File: config.mk
export PLATFORM = sky130hd
export DESIGN_NAME = ci_initiator
export DESIGN_NICKNAME = d
export VERILOG_FILES = /design/src/rtl/ci_pkg.sv /design/src/rtl/ci_timeout_ctr.sv /design/src/rtl/ci_initiator.sv
export SDC_FILE = /design/constraint.sdc
export NUM_CORES = 1
export LEC_CHECK = 0
export ABC_AREA = 1
export BUFFER_PORTS_ARGS = -buffer_cell sky130_fd_sc_hd__buf_4
export CAP_MARGIN = 30
export CORE_ASPECT_RATIO = 1.1
export CORE_MARGIN = 2
export CORE_UTILIZATION = 46
export DETAILED_ROUTE_END_ITERATION = 10
export PLACE_DENSITY_LB_ADDON = 0.08
export SLEW_MARGIN = 20
export SYNTH_ARGS = -nofsm -noshare
export SYNTH_HDL_FRONTEND = slang
export SYNTH_HIERARCHICAL = 1
export SYNTH_SLANG_ARGS = --single-unit
File: constraint.sdc
create_clock -name clk -period 1.5 [get_ports clk]
set_input_delay 0.15 -clock clk [delete_from_list [all_inputs] [get_ports clk]]
set_output_delay 0.15 -clock clk [all_outputs]
set_load 0.01 [all_outputs]
File: src/rtl/ci_pkg.sv
// ----------------------------------------------------------------------------
// ci_pkg
// Shared types and constants for the Nios II multi-cycle custom-instruction
// initiator.
//   ci_state_e : initiator FSM states
//   CI_DATA_W  : default operand/result width
// ----------------------------------------------------------------------------
package ci_pkg;

    localparam int CI_DATA_W = 32;

    typedef enum logic [2:0] {
        IDLE,
        ISSUE,
        WAIT,
        ABORT,
        RESP
    } ci_state_e;

endpackage

File: src/rtl/ci_timeout_ctr.sv
// ----------------------------------------------------------------------------
// ci_timeout_ctr
// Cycle counter that watches an outstanding custom instruction.
// Ports:
//   clk, reset_n : clock, asynchronous active-low reset
//   clear        : synchronous clear (held while the instruction is issued)
//   enable       : count this cycle (WAIT and not halted)
//   expired      : this is the TIMEOUT_CYC-th enabled cycle since clear
// ----------------------------------------------------------------------------
module ci_timeout_ctr
    import ci_pkg::*;
#(
    parameter int TIMEOUT_CYC = 1024
) (
    input  logic clk,
    input  logic reset_n,
    input  logic clear,
    input  logic enable,
    output logic expired
);

    localparam int CW = $clog2(TIMEOUT_CYC + 1);

    logic [CW-1:0] count;

    always_ff @(posedge clk or negedge reset_n) begin
        if (!reset_n) begin
            count <= '0;
        end else if (clear) begin
            count <= '0;
        end else if (enable && (count != CW'(TIMEOUT_CYC))) begin
            count <= count + CW'(1);
        end
    end

    // count is 0 on the first enabled cycle, so TIMEOUT_CYC-1 marks the
    // last cycle in which a done may still arrive before the abort.
    assign expired = enable && (count == CW'(TIMEOUT_CYC - 1));

endmodule

File: src/rtl/ci_initiator.sv
// ----------------------------------------------------------------------------
// ci_initiator
// Initiator for the Nios II multi-cycle custom-instruction interface.
// Accepts one operand pair on a valid/ready input, issues it to a CI slave
// (start/dataa/datab), waits for done, and returns the captured result on a
// valid/ready output. Only one instruction is ever in flight.
//
// Optional feature macro: CI_TIMEOUT_EN
//   defined   : WAIT aborts after TIMEOUT_CYC cycles without done; a one-cycle
//               ci_reset pulse is sent and the response carries out_err=1,
//               out_result=0.
//   undefined : WAIT holds indefinitely; out_err and ci_reset are tied low.
//
// Ports:
//   clk, reset_n            : clock, asynchronous active-low reset
//   in_valid/in_ready       : operand handshake, operands on in_a/in_b
//   out_valid/out_ready     : result handshake, out_result/out_err
//   halt                    : freeze request, drives ci_clk_en low
//   busy                    : high in any state except IDLE
//   ci_clk_en, ci_reset,
//   ci_start, ci_dataa,
//   ci_datab                : custom-instruction master side
//   ci_done, ci_result      : custom-instruction slave response
// ----------------------------------------------------------------------------
module ci_initiator
    import ci_pkg::*;
#(
    parameter int DATA_W      = CI_DATA_W,
    parameter int TIMEOUT_CYC = 1024
) (
    input  logic              clk,
    input  logic              reset_n,
    input  logic              in_valid,
    output logic              in_ready,
    input  logic [DATA_W-1:0] in_a,
    input  logic [DATA_W-1:0] in_b,
    output logic              out_valid,
    input  logic              out_ready,
    output logic [DATA_W-1:0] out_result,
    output logic              out_err,
    input  logic              halt,
    output logic              busy,
    output logic              ci_clk_en,
    output logic              ci_reset,
    output logic              ci_start,
    output logic [DATA_W-1:0] ci_dataa,
    output logic [DATA_W-1:0] ci_datab,
    input  logic              ci_done,
    input  logic [DATA_W-1:0] ci_result
);

    ci_state_e state;
    ci_state_e state_nx;

    // Low during reset and for the first edge after release, so in_ready
    // only rises one cycle after reset_n goes high.
    logic started;
    logic accept;
    logic timeout_hit;

    assign ci_clk_en = ~halt;
    assign accept    = in_valid && in_ready;

    // ------------------------------------------------------------------
    // State register
    // ------------------------------------------------------------------
    always_ff @(posedge clk or negedge reset_n) begin
        if (!reset_n) begin
            state   <= IDLE;
            started <= 1'b0;
        end else begin
            state   <= state_nx;
            started <= 1'b1;
        end
    end

    // ------------------------------------------------------------------
    // Next-state logic; halt freezes the FSM in place
    // ------------------------------------------------------------------
    always_comb begin
        state_nx = state;
        if (!halt) begin
            case (state)
                IDLE:    if (accept) state_nx = ISSUE;
                ISSUE:   state_nx = WAIT;
                WAIT: begin
                    // done has priority over a simultaneous timeout
                    if (ci_done)          state_nx = RESP;
                    else if (timeout_hit) state_nx = ABORT;
                end
                ABORT:   state_nx = RESP;
                RESP:    if (out_ready) state_nx = IDLE;
                default: state_nx = IDLE;
            endcase
        end
    end

    // ------------------------------------------------------------------
    // State-decoded outputs
    // ------------------------------------------------------------------
    always_comb begin
        // gated by halt so a frozen initiator never completes a handshake
        in_ready  = (state == IDLE) && started && !halt;
        busy      = (state != IDLE);
        out_valid = (state == RESP);
        // stays high through halted cycles until the slave sees clk_en=1
        ci_start  = (state == ISSUE);
    end

    // ------------------------------------------------------------------
    // Operand and result registers
    // ------------------------------------------------------------------
    always_ff @(posedge clk or negedge reset_n) begin
        if (!reset_n) begin
            ci_dataa   <= '0;
            ci_datab   <= '0;
            out_result <= '0;
        end else if (!halt) begin
            if ((state == IDLE) && accept) begin
                ci_dataa <= in_a;
                ci_datab <= in_b;
            end
            if ((state == WAIT) && ci_done) begin
                out_result <= ci_result;
            end
`ifdef CI_TIMEOUT_EN
            if (state == ABORT) begin
                out_result <= '0;
            end
`endif
        end
    end

`ifdef CI_TIMEOUT_EN
    // ------------------------------------------------------------------
    // Timeout support
    // ------------------------------------------------------------------
    ci_timeout_ctr #(
        .TIMEOUT_CYC (TIMEOUT_CYC)
    ) u_timeout (
        .clk     (clk),
        .reset_n (reset_n),
        .clear   (state == ISSUE),
        .enable  ((state == WAIT) && !halt),
        .expired (timeout_hit)
    );

    assign ci_reset = (state == ABORT);

    always_ff @(posedge clk or negedge reset_n) begin
        if (!reset_n) begin
            out_err <= 1'b0;
        end else if (!halt) begin
            if ((state == WAIT) && ci_done) begin
                out_err <= 1'b0;
            end else if (state == ABORT) begin
                out_err <= 1'b1;
            end
        end
    end
`else
    assign timeout_hit = 1'b0;
    assign ci_reset    = 1'b0;
    assign out_err     = 1'b0;

    // TIMEOUT_CYC is only meaningful with the timeout feature built in.
    logic unused_timeout_cfg;
    assign unused_timeout_cfg = ^TIMEOUT_CYC;
`endif

endmodule
==> impl_metrics.py, run 1 <==
metrics = {
    "status": {
        "outcome": "finished with violations",
        "violations": "setup timing",
    },
    "critical_path": {
        "cp_max_fo": 2,
        "cp-startpoint": "state[1]",
        "path_depth": 5,
        "criticalPathCategory": "register to output pin",
        "path_buf_inv": 2,
        "endpoint_kind": "output pin",
        "reg2reg_to": "ci_datab[31]",
        "reg2reg_depth": 8,
        "crit_path_top_delay_cell": "dfrtp_1",
        "crit_family": "flip-flops",
        "arrival_ps": 1350,
        "max_stage_delay_ps": 420,
        "regToRegSetupSlack_ps": 50,
        "critPathRequiredTime_ps": 1350,
        "crit_chain": "nor2_2 -> nand2_2 -> nor2_4 -> buf_12 -> buf_6",
        "cp-start-kind": "register",
        "crit_end": "in_ready",
        "rr_startpoint": "state[1]",
    },
    "timing": {
        "fin_crit_ps": 1500,
        "slew_headroom": 0.644,
        "worstMarginPinSlew_ps": 534,
        "fin_worst_skew_ps": 15.4,
        "drv_slew": 0,
        "setup_viol": 1,
        "fmax_ghz": 0.667,
        "period_share": 1.00,
        "hold_violations": 0,
        "rsz0062_at_grt": "yes",
        "layout_setup_ws_ps": -0.0818,
    },
    "place": {
        "post_dp_cell_area_mm2": 0.00573,
        "dp_hpwl_um": 7260,
        "place_ws_ps": 103,
        "place_inst": 754,
        "port_buffers": 202,
        "gp_congestion": 0.829,
    },
    "drt": {
        "vias_per_cell": 4.68,
        "route.detailed.drc": 0,
        "vias": 3664,
        "dr.pass1.iters": 4,
        "wirelength_um": 10700,
        "wl_per_cell_um": 13.7,
        "final_antenna_net_count": 0,
        "drt_iter0_markers": 205,
    },
    "global_route": {
        "grt.busiest_layer": "met2",
        "grtUsageMet2": 0.361,
        "grt_pass1_vias": 3598,
        "grt_overflow_total": 0,
        "use_met1": 0.278,
        "grt_use_total": 0.220,
        "grt_max_degree": 101,
        "use_met3": 0.0604,
        "antenna_found_initial": 0,
        "grt_pass1_wl_um": 17100,
    },
    "cts": {
        "cts_tree": "yes",
        "htreeDepth": 3,
        "clockBufferDepth": 2,
        "cts-buffers-inserted": 9,
        "cts_sinks": 100,
        "cts_root_buffer": "clkbuf_8",
        "clkSlewWorstSetupHoldPaths_ps": 100,
        "clk_latency_ps": 360,
    },
    "layout": {
        "fin_area_mm2": 0.00608,
        "fin_nets": 766,
        "diodes": 0,
        "drive_above_1_share": 0.383,
        "fin_cells": 783,
        "synthToLayoutAreaGrowth_pct": 46.6,
    },
    "power_and_ir_drop": {
        "p_leak_nw": 3.46,
        "p_clk_frac": 0.148,
        "p_per_area_mw_per_mm2": 1810,
        "intPower_mw": 7.10,
        "p_sw_mw": 3.89,
        "finalPower_mw": 11.0,
        "p_sw_frac": 0.354,
        "p_comb_frac": 0.428,
        "ir_drop_mv": 0.962,
        "seqPwrFrac": 0.423,
    },
    "yosys": {
        "yosys-top-cells-count": "nand2_1, dfrtp_1, nand3_1",
        "synth_area_mm2": 0.00415,
        "seq_area_frac_synth": 0.603,
        "yosysWarnings": 6,
        "postSynthAreaPerCell_um2": 9.08,
        "synth.most_common_cell": "nand2_1",
        "ys_types": 19,
        "synth_seq_cells": 100,
        "yosysTopAreaCellShare": 0.603,
        "synth_largest_area_cell": "dfrtp_1",
        "synth_cells": 457,
        "synth_enable_flop_cells": 0,
        "synth-main-ff-cell": "dfrtp_1",
        "ys_top_cells_by_area": "dfrtp_1, nand2_1, nand3_1",
        "ys_async_sr_fraction": 1.00,
    },
    "die": {
        "initial_core_util": 0.470,
        "die_w_um": 94.5,
        "num_rows": 36,
        "num_io_pins": 205,
        "design.die.area_mm2": 0.00979,
        "core_area_mm2": 0.00883,
        "die_y_um": 104,
    },
    "hold_path": {
        "worstHoldPathType": "input port to register",
    },
    "job": {
        "drv_cap": 0,
    },
}
==> final cells by class <==
class	count	area, µm²
clock buffers	12	155
inverters	42	158
clock inverters	4	32.5
well taps	114	143
flip-flops and latches	100	2500
repair buffers	224	1790
multi-input cells	287	1300
fillers	728	2750
==> worst min path at each step <==
stage,startpoint,to,slack (ps),cells after the start
after floorplan,reset_n,ci_dataa[0],-150,0
after global placement,reset_n,ci_dataa[18],250,2
after detailed placement,reset_n,ci_dataa[12],250,2
after CTS,in_a[0],ci_dataa[0],0.3,3
after global routing,in_b[15],ci_datab[15],10,3
final,in_a[0],ci_dataa[0],20,3
==> what timing repair did <==
action	4_1_cts	5_1_grt
gates resized for setup	2	4
hold buffers	6	0
hold endpoints to repair	105	0
pin swaps	3	4
setup endpoints to repair	1	68
cloned	1	0
setup buffers	6	0
==> worst register-to-register path, stage by stage, from the launching register on <==
cell and delay (ps):
dfrtp_1 420, nor2_2 160, nand2_2 90, nor2_4 120, buf_4 150, nand2_2 90
buf_12 180, nand2_1 90, nand2_1 50
==> through the flow <==
step / TNS (ps) / hold WS (ps) / utilization
6_report: -0.0818 / 17.3 / 0.689
5_1_grt: -734 / 12.6 / 0.689
4_1_cts: -27.8 / 0.277 / 0.687
3_5_place_dp: 0 / 254 / 0.650
3_3_place_gp: 0 / 253 / 0.650
2_1_floorplan: 0 / -146 / -
==> cells by family (layout without fill, tap and decap cells) <==
group,Yosys count,count (layout),synth area share
buffers and inverters,71,282,0.0896
AND/OR/NAND/NOR,249,249,0.252
AO/OA/AOI/OAI,35,35,0.0531
other,2,3,0.00181
flip-flops,100,100,0.603
==> per-layer routing <==
layer  vias up  routed length (µm)
met5         -                   0
met4         0                 211
met3        15                 958
met2       141                5200
met1      1678                4340
li1       1830                   -
==> flip-flops by register name, summed over array words and instances (netlist names) <==
| register | flops |
|---|---|
| state | 3 |
| out_result | 32 |
| started | 1 |
| ci_datab | 32 |
| ci_dataa | 32 |
==> placed cells by master (no fill, tap or decap), types with 2 or more instances in the layout <==
master         count
buf_4            210
nand2_1          168
dfrtp_1          100
nand3_1           68
inv_1             40
o21ai_1           21
o21ai_2           12
clkbuf_8          11
dlygate4sd3_1      6
buf_12             5
nand2_2            3
nor2_1             3
conb_1             3
nor2_2             2
inv_2              2
nor2_4             2
clkinvlp_4         2
buf_6              2
==> power by group through the flow <==
stage | Combinational (mW) | Clock (mW) | Sequential [mW]
finish | 4.70 | 1.63 | 4.65
global route | 5.18 | 1.79 | 4.80
CTS | 4.75 | 1.68 | 4.65
detailed placement | 4.62 | 0 | 4.69
global placement | 4.53 | 0 | 4.64
floorplan | 1.36 | 0 | 5.25
(Power assumes the default switching activity.)
==> run 2: changes to the inputs <==
Settings changed: MAX_ROUTING_LAYER set to met4.
==> impl_metrics.py, run 2 (same netlist as run 1, synthesis figures left out) <==
metrics = {
    "status": {
        "outcome": "complete, no violations",
    },
    "die": {
        "design.die.area_mm2": 0.00979,
        "num_io_pins": 205,
        "num_rows": 36,
        "initial_core_util": 0.470,
        "die_w_um": 94.5,
        "die_y_um": 104,
        "core_area_mm2": 0.00883,
    },
    "layout": {
        "fin_area_mm2": 0.00608,
        "diodes": 0,
        "reg.largest.list": "ci_dataa: 32 flops, ci_datab: 32 flops, out_result: 32 flops",
        "layout_common_cells": "buf_4, nand2_1, dfrtp_1",
        "synthToLayoutAreaGrowth_pct": 46.6,
        "drive_above_1_share": 0.383,
        "final_common_cell": "buf_4",
        "fin_nets": 766,
        "fin_cells": 783,
    },
    "cts": {
        "cts_root_buffer": "clkbuf_8",
        "htreeDepth": 3,
        "cts-buffers-inserted": 9,
        "clk_latency_ps": 360,
        "cts_sinks": 100,
        "clockBufferDepth": 2,
        "cts_tree": "yes",
        "clkSlewWorstSetupHoldPaths_ps": 110,
    },
    "power_and_ir_drop": {
        "p_comb_frac": 0.428,
        "finalPower_mw": 11.0,
        "intPower_mw": 7.10,
        "p_leak_nw": 3.46,
        "p_sw_mw": 3.90,
        "seqPwrFrac": 0.423,
        "ir_drop_mv": 0.964,
        "p_per_area_mw_per_mm2": 1810,
        "p_clk_frac": 0.149,
        "p_sw_frac": 0.355,
    },
    "drt": {
        "wirelength_um": 10700,
        "route.detailed.drc": 0,
        "vias_per_cell": 4.68,
        "final_antenna_net_count": 0,
        "vias": 3668,
        "dr.pass1.iters": 4,
        "wl_per_cell_um": 13.6,
        "drt_iter0_markers": 203,
    },
    "place": {
        "gp_congestion": 0.841,
        "place_ws_ps": 103,
        "dp_hpwl_um": 7260,
        "port_buffers": 202,
        "post_dp_cell_area_mm2": 0.00573,
        "place_inst": 754,
    },
    "critical_path": {
        "critPathRequiredTime_ps": 1350,
        "reg2reg_to": "ci_datab[31]",
        "criticalPathCategory": "register to output pin",
        "reg2reg_depth": 8,
        "rr_startpoint": "state[1]",
        "arrival_ps": 1350,
        "cp-startpoint": "state[1]",
        "cp-start-kind": "register",
        "endpoint_kind": "output pin",
        "cp_max_fo": 2,
        "regToRegSetupSlack_ps": 40,
        "crit_end": "in_ready",
    },
    "timing": {
        "hold_violations": 0,
        "holdWs_ps": 13.7,
        "layout_setup_ws_ps": 0.761,
        "worstMarginPinSlew_ps": 543,
        "fin_worst_skew_ps": 16.0,
        "fin_crit_ps": 1500,
        "rsz0062_at_grt": "yes",
        "setup_viol": 0,
        "drv_slew": 0,
        "period_share": 0.999,
        "slew_headroom": 0.638,
        "fmax_ghz": 0.667,
    },
    "hold_path": {
        "worstHoldPathType": "input port to register",
        "whs_path_depth": 3,
    },
    "global_route": {
        "grt_pass1_wl_um": 17100,
        "grt_overflow_total": 0,
        "grt_use_total": 0.228,
        "grt_max_degree": 101,
        "antenna_found_initial": 0,
        "grt_pass1_vias": 3603,
    },
    "job": {
        "drv_cap": 0,
    },
}
==> run 2: cell counts in the layout (fill, tap and decap cells not counted) <==
Identical to the previous run, type by type.
==> run 2: layout make-up <==
class	count	area [µm²]
timing repair buffer	224	1790
clock inverter	4	32.5
clock buffer	12	155
inverter	42	158
sequential	100	2500
multi-input combinational	287	1300
tap	114	143
fill	728	2750
==> run 2: worst min-delay path by stage <==
stage / end / slack [ps] / startpoint
detailed placement: ci_dataa[12] / 250 / reset_n
CTS: ci_dataa[0] / 0.3 / in_a[0]
global placement: ci_dataa[18] / 250 / reset_n
floorplan: ci_dataa[0] / -150 / reset_n
global route: ci_datab[15] / 10 / in_b[15]
finish: ci_dataa[0] / 10 / in_a[0]
==> run 2: metal layers <==
| metal | track usage | vias up | part of all wire |
|---|---|---|---|
| li1 | - | 1830 | - |
| met1 | 0.294 | 1677 | 0.41 |
| met2 | 0.359 | 144 | 0.49 |
| met3 | 0.0436 | 17 | 0.077 |
| met4 | 0.0818 | 0 | 0.021 |
| met5 | - | - | 0 |
==> run 2: through the flow <==
step	setup TNS (ps)	util
floorplan	0	-
global placement	0	0.650
detailed placement	0	0.650
CTS	-27.8	0.687
global route	-731	0.689
finish	0	0.689
==> run 2: power groups by stage <==
stage	sequential (mW)	clock, mW	combinational [mW]
after detailed placement	4.69	0	4.62
after global placement	4.64	0	4.53
after floorplan	5.25	0	1.36
after global routing	4.80	1.79	5.18
final	4.65	1.64	4.71
after CTS	4.65	1.68	4.75
==> run 2: worst max-delay path, stage by stage (launching register included) <==
cell and delay [ps]:
dfrtp_1 420, nor2_2 160, nand2_2 90, nor2_4 120, buf_12 110, buf_6 90
==> run 2: timing repair <==
item / 4_1_cts / 5_1_grt
pin swaps: 3 / 4
hold endpoints to repair: 105 / 0
gates cloned: 1 / 0
endpoints found under the setup margin: 1 / 68
gates resized for setup: 2 / 4
hold buffers: 6 / 0
setup buffers: 6 / 0
